`src/rtl/vdp1_gouraud_span.sv`:
```
// vdp1_gouraud_span: span Gouraud engine - serial gradient divide, per-pixel accumulate, biased saturating add
//   CLK, RST_N             clock, asynchronous active-low reset
//   START, LEN, COL_S/E    span load (sampled in IDLE only)
//   BUSY                   engine not idle
//   PIX_VALID/READY/DATA   original pixel stream {MSB, channels}
//   OUT_VALID/READY/DATA   shaded pixel stream {MSB, channels}
//   OUT_LAST               marks the result of the final span pixel
module vdp1_gouraud_span #(
   parameter int CH_W   = 5,
   parameter int NUM_CH = 3,
   parameter int FRAC_W = 13,
   parameter int LEN_W  = 10
) (
   input  logic                     CLK,
   input  logic                     RST_N,
   input  logic                     START,
   input  logic [LEN_W-1:0]         LEN,
   input  logic [NUM_CH*CH_W-1:0]   COL_S,
   input  logic [NUM_CH*CH_W-1:0]   COL_E,
   output logic                     BUSY,
   input  logic                     PIX_VALID,
   output logic                     PIX_READY,
   input  logic [NUM_CH*CH_W:0]     PIX_DATA,
   output logic                     OUT_VALID,
   input  logic                     OUT_READY,
   output logic [NUM_CH*CH_W:0]     OUT_DATA,
   output logic                     OUT_LAST
);
   localparam int AW = CH_W + FRAC_W;
   localparam int CW = $clog2(AW + 1);
   typedef enum logic [1:0] {IDLE, DIV, RUN, FLUSH} state_t;
   state_t state_q, state_d;
   logic [LEN_W-1:0] dvs_q, dvs_d, pix_q, pix_d;
   logic [CW-1:0] bit_q, bit_d;
   logic out_valid_q, out_valid_d, out_last_q, out_last_d;
   logic [NUM_CH*CH_W:0] out_data_q, out_data_d;
   logic [NUM_CH*CH_W-1:0] shade;
   logic load, hs, adv, last_pix;
   assign load     = (state_q == IDLE) && START && (LEN != '0);
   assign adv      = !out_valid_q || OUT_READY;
   assign hs       = PIX_VALID && PIX_READY;
   assign last_pix = pix_q == dvs_q;
   always_ff @(posedge CLK or negedge RST_N) begin
      if (!RST_N) state_q <= IDLE;
      else state_q <= state_d;
   end
   always_comb begin
      state_d = state_q;
      case (state_q)
         IDLE:    if (load) state_d = (LEN == LEN_W'(1)) ? RUN : DIV;
         DIV:     if (bit_q == CW'(AW - 1)) state_d = RUN;
         RUN:     if (hs && last_pix) state_d = FLUSH;
         FLUSH:   if (out_valid_q && OUT_READY && out_last_q) state_d = IDLE;
         default: state_d = IDLE;
      endcase
   end
   always_comb begin
      BUSY      = state_q != IDLE;
      PIX_READY = (state_q == RUN) && adv;
   end
   always_comb begin
      dvs_d       = load ? LEN - LEN_W'(1) : dvs_q;
      bit_d       = load ? '0 : (state_q == DIV) ? bit_q + CW'(1) : bit_q;
      pix_d       = load ? '0 : hs ? pix_q + LEN_W'(1) : pix_q;
      out_valid_d = adv ? hs : out_valid_q;
      out_data_d  = hs ? {PIX_DATA[NUM_CH*CH_W], shade} : out_data_q;
      out_last_d  = adv ? hs && last_pix : out_last_q;
   end
   always_ff @(posedge CLK or negedge RST_N) begin
      if (!RST_N) begin
         dvs_q       <= '0;
         bit_q       <= '0;
         pix_q       <= '0;
         out_valid_q <= 1'b0;
         out_data_q  <= '0;
         out_last_q  <= 1'b0;
      end else begin
         dvs_q       <= dvs_d;
         bit_q       <= bit_d;
         pix_q       <= pix_d;
         out_valid_q <= out_valid_d;
         out_data_q  <= out_data_d;
         out_last_q  <= out_last_d;
      end
   end
   assign OUT_VALID = out_valid_q;
   assign OUT_DATA  = out_data_q;
   assign OUT_LAST  = out_last_q;
   for (genvar c = 0; c < NUM_CH; c++) begin : g_ch
      logic [CH_W-1:0] cs, ce, px, g, delta;
      logic [AW-1:0] acc_q, acc_d, step_q, step_d;
      logic [LEN_W-1:0] rem_q, rem_d;
      logic [LEN_W:0] trial;
      logic dir_q, dir_d, ge;
      logic [CH_W+1:0] s;
      assign cs    = COL_S[c*CH_W +: CH_W];
      assign ce    = COL_E[c*CH_W +: CH_W];
      assign px    = PIX_DATA[c*CH_W +: CH_W];
      assign delta = (ce < cs) ? cs - ce : ce - cs;
      // step_q doubles as the dividend shift register: its MSB feeds the remainder while quotient bits enter at the LSB
      assign trial = {rem_q, step_q[AW-1]};
      assign ge    = trial >= {1'b0, dvs_q};
      assign g     = acc_q[AW-1 -: CH_W];
      assign s     = {2'b00, px} + {2'b00, g} - (CH_W+2)'(2 ** (CH_W - 1));
      assign shade[c*CH_W +: CH_W] = s[CH_W+1] ? '0 : s[CH_W] ? '1 : s[CH_W-1:0];
      always_comb begin
         dir_d  = dir_q;
         acc_d  = acc_q;
         step_d = step_q;
         rem_d  = rem_q;
         if (load) begin
            dir_d  = ce < cs;
            acc_d  = {cs, 1'b1, {(FRAC_W-1){1'b0}}};
            step_d = (LEN == LEN_W'(1)) ? '0 : {delta, {FRAC_W{1'b0}}};
            rem_d  = '0;
         end else if (state_q == DIV) begin
            rem_d  = ge ? LEN_W'(trial - {1'b0, dvs_q}) : trial[LEN_W-1:0];
            step_d = {step_q[AW-2:0], ge};
         end else if (hs) begin
            acc_d  = dir_q ? acc_q - step_q : acc_q + step_q;
         end
      end
      always_ff @(posedge CLK or negedge RST_N) begin
         if (!RST_N) begin
            dir_q  <= 1'b0;
            acc_q  <= '0;
            step_q <= '0;
            rem_q  <= '0;
         end else begin
            dir_q  <= dir_d;
            acc_q  <= acc_d;
            step_q <= step_d;
            rem_q  <= rem_d;
         end
      end
   end
endmodule
```
`config.mk`:
```
export PLATFORM = sky130hd
export DESIGN_NAME = vdp1_gouraud_span
export DESIGN_NICKNAME = d
export VERILOG_FILES = /design/src/rtl/vdp1_gouraud_span.sv
export SDC_FILE = /design/constraint.sdc
export NUM_CORES = 1
export LEC_CHECK = 0
export BUFFER_PORTS_ARGS = -buffer_cell sky130_fd_sc_hd__clkbuf_2
export CORE_ASPECT_RATIO = 0.7
export CORE_MARGIN = 3
export CORE_UTILIZATION = 40
export CTS_BUF_LIST = sky130_fd_sc_hd__clkbuf_16
export DETAILED_ROUTE_END_ITERATION = 10
export GPL_TIMING_DRIVEN = 1
export HOLD_SLACK_MARGIN = 0.02
export PLACE_DENSITY = 0.65
export SYNTH_ARGS = -nofsm -noshare
export SYNTH_HDL_FRONTEND = slang
export SYNTH_SLANG_ARGS = --single-unit
```
`constraint.sdc`:
```
create_clock -name CLK -period 4.6 [get_ports CLK]
set_clock_uncertainty 0.15 [all_clocks]
set_input_delay 0.92 -clock CLK [delete_from_list [all_inputs] [get_ports CLK]]
set_output_delay 0.92 -clock CLK [all_outputs]
set_load 0.05 [all_outputs]
```
### Yosys cells after proc, flatten, opt, wreduce, memory -nomap -nowiden

Cells that the tools add are included.

| word-level totals | value |
|---|---|
| flip-flop bits (word level) | 186 |
| input port bits | 61 |
| output and inout port bits | 20 |
| logic and storage cells | 125 |

| operators by class | value |
|---|---|
| add/subtract/negate cells | 24 |
| $lt $le $gt $ge | 6 |
| equal/unequal tests | 11 |
| mux-type cells | 49 |
| reduce and logical (&&, ||, !) cells | 16 |

Operators with widths:

| operator | number |
|---|---|
| 18-bit two-way mux | 21 |
| 10-bit two-way mux | 11 |
| 5-bit two-way mux | 11 |
| 18-bit adder | 3 |
| 18-bit subtractor | 3 |
| 11-bit by 10-bit >= comparator with 1-bit output | 3 |
| 10-bit subtractor | 3 |
| 5-bit subtractor | 6 |
| 6-bit by 5-bit subtractor with 7-bit output (second input constant) | 3 |
| 5-bit by 5-bit adder with 6-bit output | 3 |
| 5-bit less-than comparator | 3 |
| 10-bit by 1-bit adder with 10-bit output (second input constant) | 1 |
| 10-bit by 1-bit == test with 1-bit output (second input constant) | 1 |
| 10-bit == test | 1 |
| 2-bit two-way mux | 5 |
| 2-bit inequality test (second input constant) | 5 |
| 10-bit nonzero test | 1 |
| 10-bit by 1-bit subtractor with 10-bit output (second input constant) | 1 |
| 2-bit one-hot mux with 4 select lines | 1 |
| 1-bit logical AND | 7 |
| 2-bit nonzero test | 3 |
| 5-bit by 1-bit adder with 5-bit output (second input constant) | 1 |
| 5-bit == test (second input constant) | 1 |
| 2-bit == test (second input constant) | 2 |
| other kinds (6) | 6 |

### Depth between registers and ports, before layout

Gate-level depths: netlist of run 1.

| logic depth | value |
|---|---|
| depth in word-level cells | 7 |
| gate-level depth with buffers | 16 |

### Worst setup path before layout of run 1

Ideal clock, no wire load.

| timing path | value |
|---|---|
| path kind | reg2reg |
| start | reg g_ch[2].step_q[2] |
| end | reg g_ch[2].acc_q[17] |
| arrival time | 3.211 ns |
| data required time | 4.324 ns |
| setup slack | 1.113 ns |
| cell stages (with the launch flop) | 17 |
| path buffers | 2 |
| period minus slack after synthesis | 3.487 ns |
| path through | dfrtp_1 clkbuf_1 nor4_1 a21oi_1 nor2_1 o21ai_0 xnor2_1 ha_1 clkbuf_1 a21oi_1 o21ai_1 a31oi_1 nor2b_1 a2111o_1 a31o_1 xnor2_1 a21oi_1 |

| on the way | value |
|---|---|
| cells in the longest elaborated chain, start to end | 5 |
| elaborated cells on any way between the ends | 6 |

Ends and longest elaborated chain:

| item | RTL line | text |
|---|---|---|
| start: declaration | 91 | `logic [AW-1:0] acc_q, acc_d, step_q, step_d;` |
| start signal: assignment | 132 | `step_q <= step_d;` |
| 18-bit adder or 18-bit subtractor (tied branches) | 120 | `acc_d = dir_q ? acc_q - step_q : acc_q + step_q;` |
| 18-bit two-way mux (*) | 120 |  |
| 18-bit two-way mux (*) | 119 | `end else if (hs) begin` |
| 18-bit two-way mux (*) | 116 | `end else if (state_q == DIV) begin` |
| 18-bit two-way mux (*) | 111 | `if (load) begin` |
| end signal: assignment | 126 | `acc_q <= '0;` |
| end signal: assignment | 131 | `acc_q <= acc_d;` |
| end: declaration | 91 |  |

Every way passes the cells marked *; elsewhere a longest branch is shown, timed or not. The select of a mux whose other input is x is not followed.
A chain may end at the register's enable or synchronous reset.

### Worst setup path after layout of run 1

Ends and elaborated chain as after synthesis.

==> results.tsv, run 1 <==
metric	value	unit
status	completed	
Net Sw Power	0.00299	W
crit end category	flop	
period utilization	85.4	%
Worst Tran Pin Value	839	ps
post-CTS setup buffer count	0	
Post-Route WL	37400	um
most frequent CP cell	a21oi_1	
PortBufs	80	
clock tree sinks	186	
pins over their slew limit	0	
reg-to-reg setup timing slack	670	ps
Worst-Skew Late Latency	460	ps
Ys Warns	0	
CP max stage delay	560	ps
Seq/Total Area, Yosys	32.3	%
FFs w/ async S/R, synth	100	%
DR WL/cell	17.1	um
die width	233	um
initial antenna violation count	1	
most frequent cells in the layout	dfrtp_1, nor2_1, ha_1, a21oi_1, nand2_1	
Hold WC Path Type	flop to flop	
Worst path slowest cell	nor4_1	
setup TNS	0	ps
Die H	165	um
Seq pwr share	31.4	%
Reg clk slew, reported paths	70	ps
Post-Place Worst Slack	815	ps
Nets	1926	
first-pass GRT wire length	61100	um
hold path depth	2	
fin crit period	3930	ps
Pwr Density	447	nW/um2
vias in the first global route	11700	
Mapped Cells	1653	
Filler cells	3431	
startpoint type of the worst setup path	flop	
number of iterations in the first detailed-routing pass	5	
die footprint	38400	um2
fin worst setup slack	671	ps
TritonCTS clock tree	yes	
RSZ-0062 raised after global routing	false	
post-synth top area share	32.3	%
Final Cell Area	15900	um2
Worst EP required	4830	ps
Fin Hold WS	337	ps
# IOs	81	
gr ovfl total	0	
commonest non-fill, non-tap cell in the layout	dfrtp_1	
mapped cell area	14400	um2
relative slew slack	44.1	%
layout cell share with drive strength beyond 1	8.45	%
Worst EP arrival	4160	ps
Synth Register Bits	186	
Mapped Avg Cell Area	8.72	um2
setup violators final	0	
DRC viols	0	
dpl cell area	15300	um2
DP HPWL	27900	um
vias per cell	5.54	
Synth area leaders	dfrtp_1, ha_1, xnor2_1	
Placed Cells incl. Taps	2155	
Clock Path Buffers	2	
DR vias	12100	
fmax	0.255	GHz
ys flop type	dfrtp_1	
largest net degree at the start of global routing	100	
Core Area	35100	um2
Initial Util	41.1	%
fin cells	2188	
CTS resizes	0	
Crit Path Class	flop to flop	
clock network power share	21.2	%
Logic pwr share	47.4	%
Final ANT Viol Nets	0	
FF-to-FF path depth	14	
crit-path cells	nor4_1 > a21oi_1 > nor2_1 > o21ai_0 > xnor2_1 > ha_1 > a21oi_1 > o21ai_1 > a31oi_1 > nor2b_1 > a2111o_1 > a31o_1 > xnor2_1 > a21oi_1	
crit-path max FO	8	
synth unique cells	80	
H-Tree Depth	4	
Mapped Nets	1877	
CTS Root Cell	clkbuf_16	
internal power	0.00411	W
Post-synth EDFFs	0	
Switching Share	42.1	%
Leakage Power	7.14	nW
area grow syn2layout	10.2	%
gpl congestion	0.898	
final hold violation count	0	
VDD IR-drop max	340	uV
CTS Hold Bufs	0	
max-cap violations	0	
cts bufs inserted	17	
Total GRT Usage	19.9	%
row cnt	57	
DRT iter0 DRCs	934	
cell taking the most area after synthesis	dfrtp_1	
-- synthesized netlist by cell type, types with 5 or more instances --
library cell / n
nand4_1: 14
nand2b_1: 23
and3_1: 10
buf_2: 13
a31oi_1: 18
o21ai_0: 111
o21bai_1: 8
a211o_1: 7
nand2_1: 133
a22o_1: 6
nor2b_1: 21
xor2_1: 56
a21oi_1: 143
nor3_1: 32
o21ai_1: 39
inv_1: 106
o22ai_1: 19
nor2_1: 152
mux2i_1: 61
dfrtp_1: 186
or3_1: 7
xnor2_1: 95
a21o_1: 36
clkbuf_1: 46
o31a_1: 5
o21a_1: 21
a211oi_1: 6
o211ai_1: 5
nand3_1: 15
fa_1: 15
ha_1: 148
nor4_1: 17
-- final cells by class --
type                    count  area [um2]  area share, %
multi-input cells        1296        9100           57.3
flip-flops and latches    186        4650           29.3
inverters                 106         398           2.50
clock inverters            15         163           1.02
well taps                 472         591           3.72
diodes                      1        2.50         0.0158
clock buffers              17         425           2.68
repair buffers             95         547           3.44
-- worst max-delay path, delay by kind of cell (launching register included) --
kind            cells  cell delay, ps
compound gates      8            1630
xor+xnor            2             290
fa+ha+maj           1             400
flops               1             460
simple gates        3             930
-- cell families (layout without fill, tap and decap cells) --
group,after synthesis,in the layout,share of synthesized area [%]
muxes,64,64,4.47
AOI/OAI and AO/OA,475,475,20.2
buffers and inverters,171,233,4.70
adders and majority gates,163,163,14.9
xor gates and xnor gates,151,151,9.17
other,0,1,0
and+or+nand+nor,443,443,14.2
DFF,186,186,32.3
-- power groups by stage --
stage | sequential (W) | combinational, W | clock (W)
finish | 0.00223 | 0.00337 | 0.00150
global route | 0.00227 | 0.00377 | 0.00160
CTS | 0.00223 | 0.00334 | 0.00154
detailed placement | 0.00226 | 0.00331 | 0
global placement | 0.00225 | 0.00324 | 0
floorplan | 0.00239 | 0.00240 | 0
-- path summary, 6_finish.rpt --
path | start | to
setup / recovery | g_ch[2].step_q[2]$_DFFE_PN0P_ | g_ch[2].acc_q[17]$_DFFE_PN0P_
hold / removal | OUT_DATA[12]$_DFFE_PN0P_ | OUT_DATA[12]$_DFFE_PN0P_
setup reg to reg | g_ch[2].step_q[2]$_DFFE_PN0P_ | g_ch[2].acc_q[17]$_DFFE_PN0P_
hold reg to reg | OUT_DATA[12]$_DFFE_PN0P_ | OUT_DATA[12]$_DFFE_PN0P_
max in group asynchronous | RST_N | state_q[0]$_DFFE_PN0P_
min in group asynchronous | RST_N | g_ch[2].acc_q[2]$_DFFE_PN0P_
-- stage by stage --
step / total power (W) / util, %
global route: 0.00764 / 45.3
finish: 0.00711 / 45.3
global placement: 0.00549 / 43.6
detailed placement: 0.00557 / 43.6
floorplan: 0.00478 / -
CTS: 0.00711 / 45.3
-- per-layer routing --
layer	wire (um)	up-vias	track usage [%]	part of all wire (%)
li1	-	5941	-	-
met1	18900	5799	29.4	51
met2	15700	337	29.8	42
met3	2190	40	3.67	5.8
met4	593	0	5.37	1.6
met5	0	-	0	0
-- registers in the layout, indices dropped and copies added (netlist names) --
signal	flops
OUT_DATA	16
bit_q	5
state_q	2
g_ch.dir_q	3
g_ch.acc_q	54
OUT_LAST	1
pix_q	10
dvs_q	10
g_ch.step_q	54
OUT_VALID	1
g_ch.rem_q	30
(Power assumes the default switching activity.)
==> inputs of run 2 (changes only) <==
--- a/config.mk
+++ b/config.mk
@@ -5,6 +5,7 @@
 export SDC_FILE = /design/constraint.sdc
 export NUM_CORES = 1
 export LEC_CHECK = 0
+export ABC_CLOCK_PERIOD_IN_PS = 4600
 export BUFFER_PORTS_ARGS = -buffer_cell sky130_fd_sc_hd__clkbuf_2
 export CORE_ASPECT_RATIO = 0.7
 export CORE_MARGIN = 3
@@ -13,7 +14,7 @@
 export DETAILED_ROUTE_END_ITERATION = 10
 export GPL_TIMING_DRIVEN = 1
 export HOLD_SLACK_MARGIN = 0.02
-export PLACE_DENSITY = 0.65
+export PLACE_DENSITY_LB_ADDON = 0.05
 export SYNTH_ARGS = -nofsm -noshare
 export SYNTH_HDL_FRONTEND = slang
 export SYNTH_SLANG_ARGS = --single-unit
==> run 2 against run 1 <==
Worst hold slack improved by 2.1 ps. Critical path depth is the same. Via count decreased by 2.5%. Power shrank 1.1%. Count of clock-buffer cells in the layout unchanged. Non-clock buffer count shrank 3. Critical endpoint unchanged. Sequential power is essentially flat. Combinational power barely moved. Die area unchanged. Register-to-register slack better by 60 ps. Cell count down 0.18%. Maximum frequency is 1.6% higher.
==> results.tsv, run 2 (synthesis gave the netlist of run 1 again) <==
metric	value	unit
status	completed	
top routing layer in use	met4	
Clock Path Buffers	2	
Hold WC Path Type	flop to flop	
DP HPWL	28200	um
Total GRT Usage	20.6	%
# IOs	81	
Worst path slowest cell	nor4_1	
Worst EP arrival	4050	ps
Initial Util	41.1	%
period utilization	84.1	%
die footprint	38400	um2
DR WL/cell	17.6	um
die width	233	um
setup violators final	0	
first-pass GRT wire length	62700	um
number of iterations in the first detailed-routing pass	6	
Core Area	35100	um2
Placed Cells incl. Taps	2152	
setup TNS	0	ps
most frequent cells in the layout	dfrtp_1, nor2_1, ha_1, a21oi_1, nand2_1	
max-cap violations	0	
Leakage Power	7.12	nW
vias per cell	5.41	
DRT iter0 DRCs	768	
Worst Path Buf+Inv	0	
largest registers	g_ch.acc_q x54, g_ch.step_q x54, g_ch.rem_q x30	
clock network power share	20.8	%
Worst-Skew Late Latency	460	ps
Pwr Density	444	nW/um2
layout cell share with drive strength beyond 1	8.18	%
H-Tree Depth	4	
crit-path cells	nor4_1 > a21oi_1 > nor2_1 > o21ai_0 > xnor2_1 > ha_1 > a21oi_1 > o21ai_1 > a31oi_1 > nor2b_1 > a2111o_1 > a31o_1 > xnor2_1 > a21oi_1	
clock tree sinks	186	
CTS resizes	0	
VDD IR-drop max	338	uV
row cnt	57	
gpl congestion	0.849	
crit end category	flop	
gr ovfl total	0	
CP max stage delay	540	ps
crit-path max FO	8	
Worst EP required	4780	ps
startpoint type of the worst setup path	flop	
commonest non-fill, non-tap cell in the layout	dfrtp_1	
Fin Hold WS	339	ps
Crit Path Class	flop to flop	
Post-Route WL	38500	um
largest net degree at the start of global routing	104	
most frequent CP cell	a21oi_1	
Net Sw Power	0.00294	W
n_diodes	0	
Logic pwr share	47.9	%
PortBufs	80	
family with the most delay on the worst path	compound AO/OA/AOI/OAI gates	
Final ANT Viol Nets	0	
Die H	165	um
final hold violation count	0	
DRC viols	0	
cts bufs inserted	17	
CTS Hold Bufs	0	
WL met2	15700	um
RSZ-0062 raised after global routing	false	
DR vias	11800	
metal3 WL	1470	um
Filler cells	3528	
fmax	0.259	GHz
Switching Share	41.8	%
metal1 wirelength	21200	um
initial antenna violation count	0	
fin crit period	3870	ps
fin cells	2184	
CTS Root Cell	clkbuf_16	
Seq pwr share	31.3	%
Reg clk slew, reported paths	70	ps
relative slew slack	17.9	%
pins over their slew limit	0	
Nets	1923	
TritonCTS clock tree	yes	
vias in the first global route	11500	
internal power	0.00409	W
area grow syn2layout	9.80	%
post-CTS setup buffer count	0	
Worst Tran Pin Value	1230	ps
-- run 2: routing by layer --
metal	up-vias	global-route usage, %
met2	165	29.2
met3	14	4.17
li1	5927	-
met5	-	0
met1	5707	32.4
met4	0	2.66
-- run 2: power groups by stage --
stage / Combinational [W] / Clock, W / Sequential, W
detailed placement: 0.00334 / 0 / 0.00223
CTS: 0.00337 / 0.00152 / 0.00220
floorplan: 0.00240 / 0 / 0.00239
finish: 0.00336 / 0.00146 / 0.00220
global placement: 0.00333 / 0 / 0.00223
global route: 0.00378 / 0.00157 / 0.00224
-- run 2: cell type report --
type / count / area (um2) / share of cell area, %
Inverter: 106 / 398 / 2.51
Tap cell: 472 / 591 / 3.73
Clock buffer: 17 / 425 / 2.69
Timing Repair Buffer: 92 / 524 / 3.31
Clock inverter: 15 / 125 / 0.791
Sequential cell: 186 / 4650 / 29.4
Multi-Input combinational cell: 1296 / 9110 / 57.6
-- run 2: path summary, 6_finish.rpt --
path | startpoint | endpoint | slack [ps] | cells past startpoint
max reg2reg | g_ch[2].step_q[4]$_DFFE_PN0P_ | g_ch[2].acc_q[17]$_DFFE_PN0P_ | 730 | 14
min | OUT_DATA[8]$_DFFE_PN0P_ | OUT_DATA[8]$_DFFE_PN0P_ | 340 | 2
min in group asynchronous | RST_N | g_ch[1].acc_q[4]$_DFFE_PN0P_ | 410 | 1
max | g_ch[2].step_q[4]$_DFFE_PN0P_ | g_ch[2].acc_q[17]$_DFFE_PN0P_ | 730 | 14
min reg2reg | OUT_DATA[8]$_DFFE_PN0P_ | OUT_DATA[8]$_DFFE_PN0P_ | 340 | 2
max in group asynchronous | RST_N | pix_q[2]$_DFFE_PN0P_ | 2850 | 2
-- run 2: tightest hold or removal path: cells and delay by family, from the launching register on --
family | cells | cell delay, ps
DFF | 1 | 350
AOI/OAI and AO/OA | 1 | 60
and+or+nand+nor | 1 | 50
-- run 2: metrics by stage --
stage | cell area [um2] | power (W) | utilization (%) | setup WS (ps)
floorplan | 14400 | 0.00478 | - | 1110
global placement | 15300 | 0.00556 | 43.5 | 891
detailed placement | 15300 | 0.00557 | 43.5 | 755
CTS | 15800 | 0.00708 | 45.1 | 717
global route | 15800 | 0.00760 | 45.1 | 226
finish | 15800 | 0.00702 | 45.1 | 732
==> inputs of run 3 (changes only) <==
--- a/config.mk
+++ b/config.mk
@@ -5,7 +5,7 @@
 export SDC_FILE = /design/constraint.sdc
 export NUM_CORES = 1
 export LEC_CHECK = 0
-export ABC_CLOCK_PERIOD_IN_PS = 4600
+export ABC_CLOCK_PERIOD_IN_PS = 3500
 export BUFFER_PORTS_ARGS = -buffer_cell sky130_fd_sc_hd__clkbuf_2
 export CORE_ASPECT_RATIO = 0.7
 export CORE_MARGIN = 3
==> constraint.sdc (replaced) <==
create_clock -name CLK -period 3.5 [get_ports CLK]
set_clock_uncertainty 0.15 [all_clocks]
set_input_delay 0.7 -clock CLK [delete_from_list [all_inputs] [get_ports CLK]]
set_output_delay 0.7 -clock CLK [all_outputs]
set_load 0.05 [all_outputs]
==> run 3 against run 2 <==
Register-to-register slack got worse by 630 ps. Wire length increased by 2.2%. Non-clock buffer count increased by 54.
==> results.tsv, run 3 (synthesis gave the netlist of run 1 again) <==
metric	value	unit
status	completed	
n_diodes	0	
PortBufs	80	
most frequent CP cell	a21o_1	
Worst Path Buf+Inv	0	
cts bufs inserted	17	
H-Tree Depth	4	
initial antenna violation count	0	
Nets	1977	
first-pass GRT wire length	63400	um
TritonCTS clock tree	yes	
Reg clk slew, reported paths	80	ps
final hold violation count	0	
setup violators final	0	
clock tree sinks	186	
Worst-Skew Late Latency	460	ps
Worst path slowest cell	dfrtp_1	
Worst EP required	3680	ps
pins over their slew limit	0	
row cnt	57	
period utilization	97.1	%
Initial Util	41.1	%
Post-Place Worst Slack	-79.3	ps
die width	233	um
commonest non-fill, non-tap cell in the layout	dfrtp_1	
Post-Route WL	39400	um
DRC viols	0	
fin crit period	3400	ps
most frequent cells in the layout	dfrtp_1, nor2_1, ha_1, a21oi_1, nand2_1	
Worst Tran Pin Value	609	ps
Leakage Power	7.43	nW
DRT iter0 DRCs	703	
Crit Path Class	flop to flop	
crit-path cells	nor4_4 > and3_4 > a21oi_1 > xnor2_1 > ha_1 > a21o_1 > a21o_1 > a21o_1 > a41oi_2 > o221ai_1 > a21oi_2 > nor4_1 > or3_1	
family with the most delay on the worst path	compound AO/OA/AOI/OAI gates	
CTS Root Cell	clkbuf_16	
DR vias	12000	
Design Power	0.00937	W
Worst EP arrival	3580	ps
fin worst setup slack	103	ps
DR WL/cell	17.6	um
vias per cell	5.38	
gpl congestion	0.852	
setup TNS	0	ps
DP HPWL	29500	um
crit end category	flop	
# IOs	81	
largest registers	g_ch.acc_q x54, g_ch.step_q x54, g_ch.rem_q x30	
number of iterations in the first detailed-routing pass	5	
Pwr Density	572	nW/um2
crit-path max FO	3	
die footprint	38400	um2
Die H	165	um
Final ANT Viol Nets	0	
Fin Hold WS	83.6	ps
vias in the first global route	11600	
Total GRT Usage	21.0	%
largest net degree at the start of global routing	86	
relative slew slack	59.4	%
fmax	0.294	GHz
area grow syn2layout	13.6	%
gr ovfl total	0	
VDD IR-drop max	416	uV
Clock Path Buffers	2	
RSZ-0062 raised after global routing	true	
layout cell share with drive strength beyond 1	12.2	%
CP max stage delay	420	ps
startpoint type of the worst setup path	flop	
max-cap violations	0	
Core Area	35100	um2
Hold WC Path Type	input port to asynchronous set/reset pin	
==> run 3: changes by cell type in the layout (fill, tap and decap cells not counted), moves of 3 or more <==
cell     before  now
a21oi_1     142  136
a21oi_2       2    8
buf_12        2    5
buf_4        10   61
inv_1       109  106
inv_8         0    5
nor4_1       17   14
==> run 3: report_power, final <==
part           switching [W]  internal (W)  leakage (nW)
Clock                0.00100      0.000939         0.271
Sequential          0.000331       0.00256          2.14
Combinational        0.00262       0.00191          5.02
==> run 3: repair_timing <==
item,4_1_cts,5_1_grt
endpoints found under the setup margin,1,10
cloned,0,0
hold buffers,0,0
buffers inserted,0,1
pin swaps,0,8
resized for setup,2,20
==> run 3: through the flow <==
step           util [%]  cells  area (um2)
2_1_floorplan         -   1653       14400
3_3_place_gp       44.8   2205       15700
3_5_place_dp       44.8   2205       15700
4_1_cts            46.4   2237       16300
5_1_grt            46.7   2238       16400
6_report           46.7   2238       16400
==> run 3: worst paths after layout <==
kind                                                 end                          start  slack, ps  cells after the start
setup / recovery           g_ch[1].acc_q[16]$_DFFE_PN0P_  g_ch[1].step_q[2]$_DFFE_PN0P_        100                     13
max in group asynchronous   g_ch[1].rem_q[4]$_DFFE_PN0P_                          RST_N       2310                      2
hold reg to reg                 OUT_DATA[15]$_DFFE_PN0P_       OUT_DATA[15]$_DFFE_PN0P_        340                      2
hold / removal              g_ch[1].acc_q[5]$_DFFE_PN0P_                          RST_N         80                      1
setup reg to reg           g_ch[1].acc_q[16]$_DFFE_PN0P_  g_ch[1].step_q[2]$_DFFE_PN0P_        100                     13
min in group CLK                OUT_DATA[15]$_DFFE_PN0P_                   PIX_DATA[15]        270                      3
==> run 3: routing by layer <==
layer  vias to the layer above  global-route usage [%]  routed length (um)
met5                         -                       0                   0
met4                         0                    4.03                 268
met3                        17                    3.62                1610
met2                       217                    30.1               15900
met1                      5785                    32.8               21500
li1                       6025                       -                   -
==> run 3: final cells by class <==
| class | instances | area [um2] |
|---|---|---|
| Clock buffer | 17 | 425 |
| Clock inverter | 15 | 133 |
| Fill cell | 3408 | 18700 |
| Inverter | 106 | 398 |
| Multi-Input combinational cell | 1296 | 9210 |
| Sequential cell | 186 | 4660 |
| Tap cell | 472 | 591 |
| Timing Repair Buffer | 146 | 967 |
==> run 3: worst register-to-register path: stages, from the launching register on <==
cell,delay (ps)
dfrtp_1,420
nor4_4,370
and3_4,250
a21oi_1,110
xnor2_1,150
ha_1,300
a21o_1,200
a21o_1,170
a21o_1,180
a41oi_2,200
o221ai_1,180
a21oi_2,170
nor4_1,60
or3_1,390
